===== src/rtl/chopper_timers_if.sv =====
// chopper_timers_if: config, start requests and timer readback between control stage and chopper timers
interface chopper_timers_if;
    logic       enable;
    logic       offtimer_en0;
    logic       offtimer_en1;
    logic [3:0] config_prescale;
    logic [9:0] config_offtime;
    logic [7:0] config_blanktime;
    logic [7:0] config_minon;
    logic [9:0] off_timer0;
    logic [9:0] off_timer1;
    logic [7:0] blank_timer0;
    logic [7:0] blank_timer1;
    logic [7:0] minimum_on_timer0;
    logic [7:0] minimum_on_timer1;
    logic       off_active0;
    logic       off_active1;
    modport master (
        output enable, offtimer_en0, offtimer_en1, config_prescale, config_offtime,
               config_blanktime, config_minon,
        input  off_timer0, off_timer1, blank_timer0, blank_timer1,
               minimum_on_timer0, minimum_on_timer1, off_active0, off_active1
    );
    modport slave (
        input  enable, offtimer_en0, offtimer_en1, config_prescale, config_offtime,
               config_blanktime, config_minon,
        output off_timer0, off_timer1, blank_timer0, blank_timer1,
               minimum_on_timer0, minimum_on_timer1, off_active0, off_active1
    );
endinterface


===== src/rtl/chopper_timers.sv =====
// chopper_timers: per-bridge blank/off/min-on timers with a shared tick prescaler
module chopper_timers (
    input logic            clk,
    input logic            reset,
    chopper_timers_if.slave tmr
);
    typedef enum logic [1:0] {S_IDLE, S_BLANK, S_ON, S_OFF} state_t;
    logic [3:0] r_pcnt;
    logic       w_tick;
    assign w_tick = r_pcnt >= tmr.config_prescale;
    always_ff @(posedge clk or posedge reset)
        if (reset) r_pcnt <= '0;
        else       r_pcnt <= w_tick ? 4'd0 : r_pcnt + 4'd1;
    for (genvar c = 0; c < 2; c++) begin : g_ch
        state_t     r_state, w_state;
        logic [9:0] r_off, w_off;
        logic [7:0] r_blank, w_blank, r_minon, w_minon;
        logic       r_act, w_req;
        assign w_req = (c == 0) ? tmr.offtimer_en0 : tmr.offtimer_en1;
        always_ff @(posedge clk or posedge reset)
            if (reset) begin
                r_state <= S_IDLE;
                r_off   <= '0;
                r_blank <= '0;
                r_minon <= '0;
                r_act   <= 1'b0;
            end else begin
                r_state <= w_state;
                r_off   <= w_off;
                r_blank <= w_blank;
                r_minon <= w_minon;
                r_act   <= w_state == S_OFF;
            end
        // loads are written after the decrement defaults so they win; enable low overrides all
        always_comb begin
            w_state = r_state;
            w_off   = r_off;
            w_blank = r_blank;
            w_minon = (w_tick && r_minon != 8'd0) ? r_minon - 8'd1 : r_minon;
            case (r_state)
                S_IDLE: begin
                    w_blank = tmr.config_blanktime;
                    w_minon = tmr.config_minon;
                    w_state = tmr.config_blanktime == 8'd0 ? S_ON : S_BLANK;
                end
                S_BLANK: if (w_tick && r_blank != 8'd0) begin
                    w_blank = r_blank - 8'd1;
                    if (r_blank == 8'd1) w_state = S_ON;
                end
                S_ON: if (w_req && tmr.config_offtime != 10'd0) begin
                    w_off   = tmr.config_offtime;
                    w_state = S_OFF;
                end
                S_OFF: if (w_tick && r_off != 10'd0) begin
                    w_off = r_off - 10'd1;
                    if (r_off == 10'd1) begin
                        w_blank = tmr.config_blanktime;
                        w_minon = tmr.config_minon;
                        w_state = tmr.config_blanktime == 8'd0 ? S_ON : S_BLANK;
                    end
                end
            endcase
            if (!tmr.enable) begin
                w_state = S_IDLE;
                w_off   = '0;
                w_blank = '0;
                w_minon = '0;
            end
        end
    end
    assign tmr.off_timer0        = g_ch[0].r_off;
    assign tmr.off_timer1        = g_ch[1].r_off;
    assign tmr.blank_timer0      = g_ch[0].r_blank;
    assign tmr.blank_timer1      = g_ch[1].r_blank;
    assign tmr.minimum_on_timer0 = g_ch[0].r_minon;
    assign tmr.minimum_on_timer1 = g_ch[1].r_minon;
    assign tmr.off_active0       = g_ch[0].r_act;
    assign tmr.off_active1       = g_ch[1].r_act;
endmodule


===== src/flat_wrapper.sv =====
// flat-port wrapper written by rule: the top's interface ports become plain ports
module chopper_timers_flat 
  (clk, reset, tmr_enable, tmr_offtimer_en0, tmr_offtimer_en1, tmr_config_prescale, tmr_config_offtime, tmr_config_blanktime, tmr_config_minon, tmr_off_timer0, tmr_off_timer1, tmr_blank_timer0, tmr_blank_timer1, tmr_minimum_on_timer0, tmr_minimum_on_timer1, tmr_off_active0, tmr_off_active1);
  chopper_timers_if tmr_i ();
  input logic clk;
  input logic reset;
  input wire logic [$bits(tmr_i.enable)-1:0] tmr_enable;
  input wire logic [$bits(tmr_i.offtimer_en0)-1:0] tmr_offtimer_en0;
  input wire logic [$bits(tmr_i.offtimer_en1)-1:0] tmr_offtimer_en1;
  input wire logic [$bits(tmr_i.config_prescale)-1:0] tmr_config_prescale;
  input wire logic [$bits(tmr_i.config_offtime)-1:0] tmr_config_offtime;
  input wire logic [$bits(tmr_i.config_blanktime)-1:0] tmr_config_blanktime;
  input wire logic [$bits(tmr_i.config_minon)-1:0] tmr_config_minon;
  output wire logic [$bits(tmr_i.off_timer0)-1:0] tmr_off_timer0;
  output wire logic [$bits(tmr_i.off_timer1)-1:0] tmr_off_timer1;
  output wire logic [$bits(tmr_i.blank_timer0)-1:0] tmr_blank_timer0;
  output wire logic [$bits(tmr_i.blank_timer1)-1:0] tmr_blank_timer1;
  output wire logic [$bits(tmr_i.minimum_on_timer0)-1:0] tmr_minimum_on_timer0;
  output wire logic [$bits(tmr_i.minimum_on_timer1)-1:0] tmr_minimum_on_timer1;
  output wire logic [$bits(tmr_i.off_active0)-1:0] tmr_off_active0;
  output wire logic [$bits(tmr_i.off_active1)-1:0] tmr_off_active1;
  assign tmr_i.enable = tmr_enable;
  assign tmr_i.offtimer_en0 = tmr_offtimer_en0;
  assign tmr_i.offtimer_en1 = tmr_offtimer_en1;
  assign tmr_i.config_prescale = tmr_config_prescale;
  assign tmr_i.config_offtime = tmr_config_offtime;
  assign tmr_i.config_blanktime = tmr_config_blanktime;
  assign tmr_i.config_minon = tmr_config_minon;
  assign tmr_off_timer0 = tmr_i.off_timer0;
  assign tmr_off_timer1 = tmr_i.off_timer1;
  assign tmr_blank_timer0 = tmr_i.blank_timer0;
  assign tmr_blank_timer1 = tmr_i.blank_timer1;
  assign tmr_minimum_on_timer0 = tmr_i.minimum_on_timer0;
  assign tmr_minimum_on_timer1 = tmr_i.minimum_on_timer1;
  assign tmr_off_active0 = tmr_i.off_active0;
  assign tmr_off_active1 = tmr_i.off_active1;
  chopper_timers u_core (.clk(clk), .reset(reset), .tmr(tmr_i));
endmodule

===== config.mk =====
export PLATFORM = sky130hd
export DESIGN_NAME = chopper_timers_flat
export DESIGN_NICKNAME = d
export VERILOG_FILES = /design/src/rtl/chopper_timers_if.sv /design/src/rtl/chopper_timers.sv /design/src/flat_wrapper.sv
export SDC_FILE = /design/constraint.sdc
export NUM_CORES = 1
export LEC_CHECK = 0
export CAP_MARGIN = 0
export CORE_UTILIZATION = 47
export CTS_CLUSTER_SIZE = 20
export DETAILED_ROUTE_END_ITERATION = 10
export DONT_BUFFER_PORTS = 1
export GPL_ROUTABILITY_DRIVEN = 0
export PLACE_DENSITY_LB_ADDON = 0.05
export SYNTH_ARGS = -nofsm -noshare
export SYNTH_HDL_FRONTEND = slang
export SYNTH_SLANG_ARGS = --single-unit
export TNS_END_PERCENT = 5

===== constraint.sdc =====
create_clock -name clk -period 6.4 [get_ports clk]
set_clock_uncertainty 0.05 [all_clocks]
set_input_delay 1.28 -clock clk [delete_from_list [all_inputs] [get_ports clk]]
set_output_delay 1.28 -clock clk [all_outputs]
set_load 0.05 [all_outputs]

==> results <==
- The run finished with clean final reports.
- The launch instance of the worst register-to-register path is u_core.tmr.off_timer1[0]$_DFFE_PP0P_.
- The detail-routed via count per cell is 6.40.
- Ranked by total cell area, the synthesized netlist is headed by sky130_fd_sc_hd__dfrtp_1 32%, sky130_fd_sc_hd__ha_1 7.5%, sky130_fd_sc_hd__a21oi_1 5.4%.
- In this run the core area contains 36 standard-cell rows.
- The period utilization is 54.5%.
- The worst setup path is launched from an input port.
- The share of layout cells above drive strength 1 is 6.70%.
- The core footprint is 9860 um2.
- The relative slew slack is 34.8%.
- The total design power is 0.00260 W.
- With fillers left out, the area of the finished cells amounts to 5130 um2.
- The main combinational cell family by area after synthesis is simple AND/OR/NAND/NOR gates.
- The fraction of the core area covered by cells at the end of the flow is 52.0%.
- The area fraction in compound gates after synthesis is 24.2%.
- The most instantiated flip-flop cell in the synthesis netlist is sky130_fd_sc_hd__dfrtp_1.
- STA classifies the critical path endpoint as a register.
- The die is 104 um tall.
- The number of antenna violations at the first check in global routing is 0.
- The post-synthesis mux area share is 2.69%.
- The largest voltage drop on the vdd net is 0.219 mV.
- Detailed placement ended at an HPWL of 10200 um.
- The class of the worst hold path is reg2reg.
- Once detail routing completed, the nets flagged for antenna violations numbered 0.
- The synthesized netlist devotes 7.49% of its cell area to adder and majority cells.
- Of all nets on the critical path, the largest fanout is 14.
- Once the clock tree was built, the setup fixing pass inserted 0 buffers.
- The clock drives 62 sinks.
- The number of global-route vias before repair is 4413.
- The total number of vias is 4579.
- The post-synthesis cell type with the largest combined area is sky130_fd_sc_hd__dfrtp_1.
- The share of synthesized registers carrying an async set or reset is 100%.
- The worst setup path is of the in2reg kind.
- The top cell type's share of synthesized area is 32.0%.
- In this run the most critical hold path is launched from u_core.r_pcnt[0]$_DFF_PP0_.
- The area of the die is 10700 um2.
- For this design the ratio of total power to cell area is 507 nW/um2.
- In this run the static leakage power is 2.17 nW.
- The growth of design area from synthesis to finish is 5.89%.
- Counting every instance in the synthesized netlist gives 596.
- The H-tree was split into 3 levels.
- The TritonCTS clock tree is done.
- Setup repair after global routing left no endpoint under its margin.
- After detailed routing, the total wire length is 14100 um.
- The first global-routing pass estimated 23100 um of wire.
- The critical path starts at tmr_config_prescale[2].
- After detailed routing, the number of remaining DRC violations is 0.
- The count of hold-fix buffers inserted at cts is 0.
- The I/O pin count is 89.
- The number of max-slew violations in the final report is 0.
- The remaining global-route overflow is 0.
- For the finished layout, the period the worst path requires is 3.49 ns.
- The mapped netlist covers 4840 um2.
- For the worst setup path, the data arrival time is 3.67 ns.
- The repair_antennas step left the layout with diodes totalling 0.
- After synthesis, the mean cell area works out to 8.13 um2.
- The number of max-cap violations is 0.
- Of the total synthesized cell area, the portion taken by AND, OR, NAND and NOR gates is 25.4%.
- The post-placement cell area is 4880 um2.
- The required time of the critical path is 6.58 ns.
- During synthesis, Yosys emitted a total of 0 warnings.
- The synthesized design contains 62 register bits.
- The master cell of the clock root buffer is sky130_fd_sc_hd__clkbuf_8.
- The total negative setup slack is 0 ns.
- The floorplan step set the die width to 104 um.
- The highest achievable clock rate is 286 MHz.
- Dividing the detail-routed wire length by the instance count gives 19.7 um.
- For this run, the register share of the synthesized area comes to 32.0%.
- After Yosys synthesis, XOR and XNOR cells account for 1.99% of the synthesized area.
- The clock network latency to the later pin of the worst-skew pair is 0.35 ns.
- The first-pass iteration count of the detailed router is 5.
- The slack of the critical path is 2.91 ns.
- The pin count of the biggest net entering global routing is 63.
- After clock tree synthesis, the repair step resized 0 gates.
- The number of nets in the layout is 641.
- The clock buffer count from CTS is 9.
- The total global-route track usage is 26.8%.
- The count of unique library cells instantiated by Yosys is 75.
- The number of enable flip-flop cells after synthesis is 0.
- OpenSTA, run right after detailed placement, puts the worst setup slack at 2.60 ns.
- The initial utilization of the core area, before any placement, comes to 49.1%.
- The number of setup violations in the final report is 0.
- The worst-margin pin slew is 0.977 ns.
- The final hold violation count is 0.
- The total nets after synthesis is 660.
- The count of buffers added on input and output ports is 0.
- After the first detailed-routing iteration, the DRC count stood at 276.
- The clock passes through at most 2 buffers.
- Clock-pin slew was measured on the worst setup and hold paths at 0.08 ns.
[registers in the layout, summed over array words and instances (netlist names)]
signal and flops:
u_core.r_pcnt 4, u_core.tmr.minimum_on_timer1 8, u_core.tmr.off_active0 1, u_core.tmr.off_timer1 10
u_core.tmr.off_active1 1, u_core.tmr.off_timer0 10, u_core.tmr.minimum_on_timer0 8, u_core.g_ch.r_state 4
u_core.tmr.blank_timer0 8, u_core.tmr.blank_timer1 8
[critical path: stages]
cell	delay (ns)
sky130_fd_sc_hd__inv_1	0.02
sky130_fd_sc_hd__ha_1	0.27
sky130_fd_sc_hd__o21ai_1	0.06
sky130_fd_sc_hd__nand2b_1	0.37
sky130_fd_sc_hd__nand4_4	0.32
sky130_fd_sc_hd__a211oi_2	0.87
sky130_fd_sc_hd__o21ai_0	0.20
sky130_fd_sc_hd__a31o_1	0.26
[synth_stat cells, drive strengths merged, types with 11 or more instances]
master / instances
nand4: 13
inv: 39
nand2: 55
dfrtp: 62
a31oi: 11
ha: 29
o21ai: 34
mux2i: 13
clkbuf: 23
nor2: 49
a21oi: 53
nand3: 24
nor4: 16
nor3: 24
[cell usage in the layout, fill, tap and decap left out, drive strengths merged, types with 16 or more instances in the layout]
master / n
nor2: 49
ha: 29
o21ai: 34
nor3: 24
nand3: 24
nor4: 16
inv: 39
a21oi: 53
nand2: 55
dfrtp: 62
[logic make-up (layout without fill, tap and decap cells)]
kind of cell | after synthesis | after routing
adder cells (fa/ha/maj) | 29 | 29
flip-flops | 62 | 62
AND/OR/NAND/NOR | 232 | 232
multiplexers | 13 | 13
XOR/XNOR | 11 | 11
AO/OA/AOI/OAI | 176 | 176
buffers and inverters | 73 | 59
[power breakdown]
group          internal, W  total (W)  switching, W  leakage (nW)
registers         0.000495    0.00100      0.000510         0.832
logic             0.000450    0.00115      0.000700          1.22
clock network     0.000281   0.000445      0.000164         0.124
[layout make-up]
type	count	area, um2
well taps	133	166
flip-flops and latches	62	1550
fillers	967	4740
repair buffers	2	15.0
clock buffers	13	159
inverters	41	154
clock inverters	3	90.1
multi-input cells	461	2990
[worst paths after layout]
path,endpoint,slack (ns),cells after the start
worst max register to register,u_core.tmr.blank_timer1[2]$_DFFE_PP0P_,3.13,7
worst min-delay path,u_core.r_pcnt[0]$_DFF_PP0_,0.45,1
worst min register to register,u_core.r_pcnt[0]$_DFF_PP0_,0.45,1
min in group asynchronous,u_core.tmr.off_timer0[9]$_DFFE_PP0P_,1.01,2
worst max-delay path,u_core.tmr.blank_timer1[2]$_DFFE_PP0P_,2.91,8
max in group asynchronous,u_core.g_ch[1].r_state[0]$_DFF_PP0_,4.75,2
[metrics by stage]
step / cells / hold slack [ns]
finish: 715 / 0.448
global route: 715 / 0.478
CTS: 715 / 0.449
detailed placement: 699 / 0.437
global placement: 699 / 0.438
floorplan: 596 / 0.404
[layer usage]
layer,GRT usage [%],vias up,part of all wire (%)
met5,0,-,0
met4,9.01,0,1.7
li1,-,2167,-
met2,42.8,186,47
met3,4.78,25,7.6
met1,36.7,2201,44
Note: power is estimated with default switching activity, not from simulation.
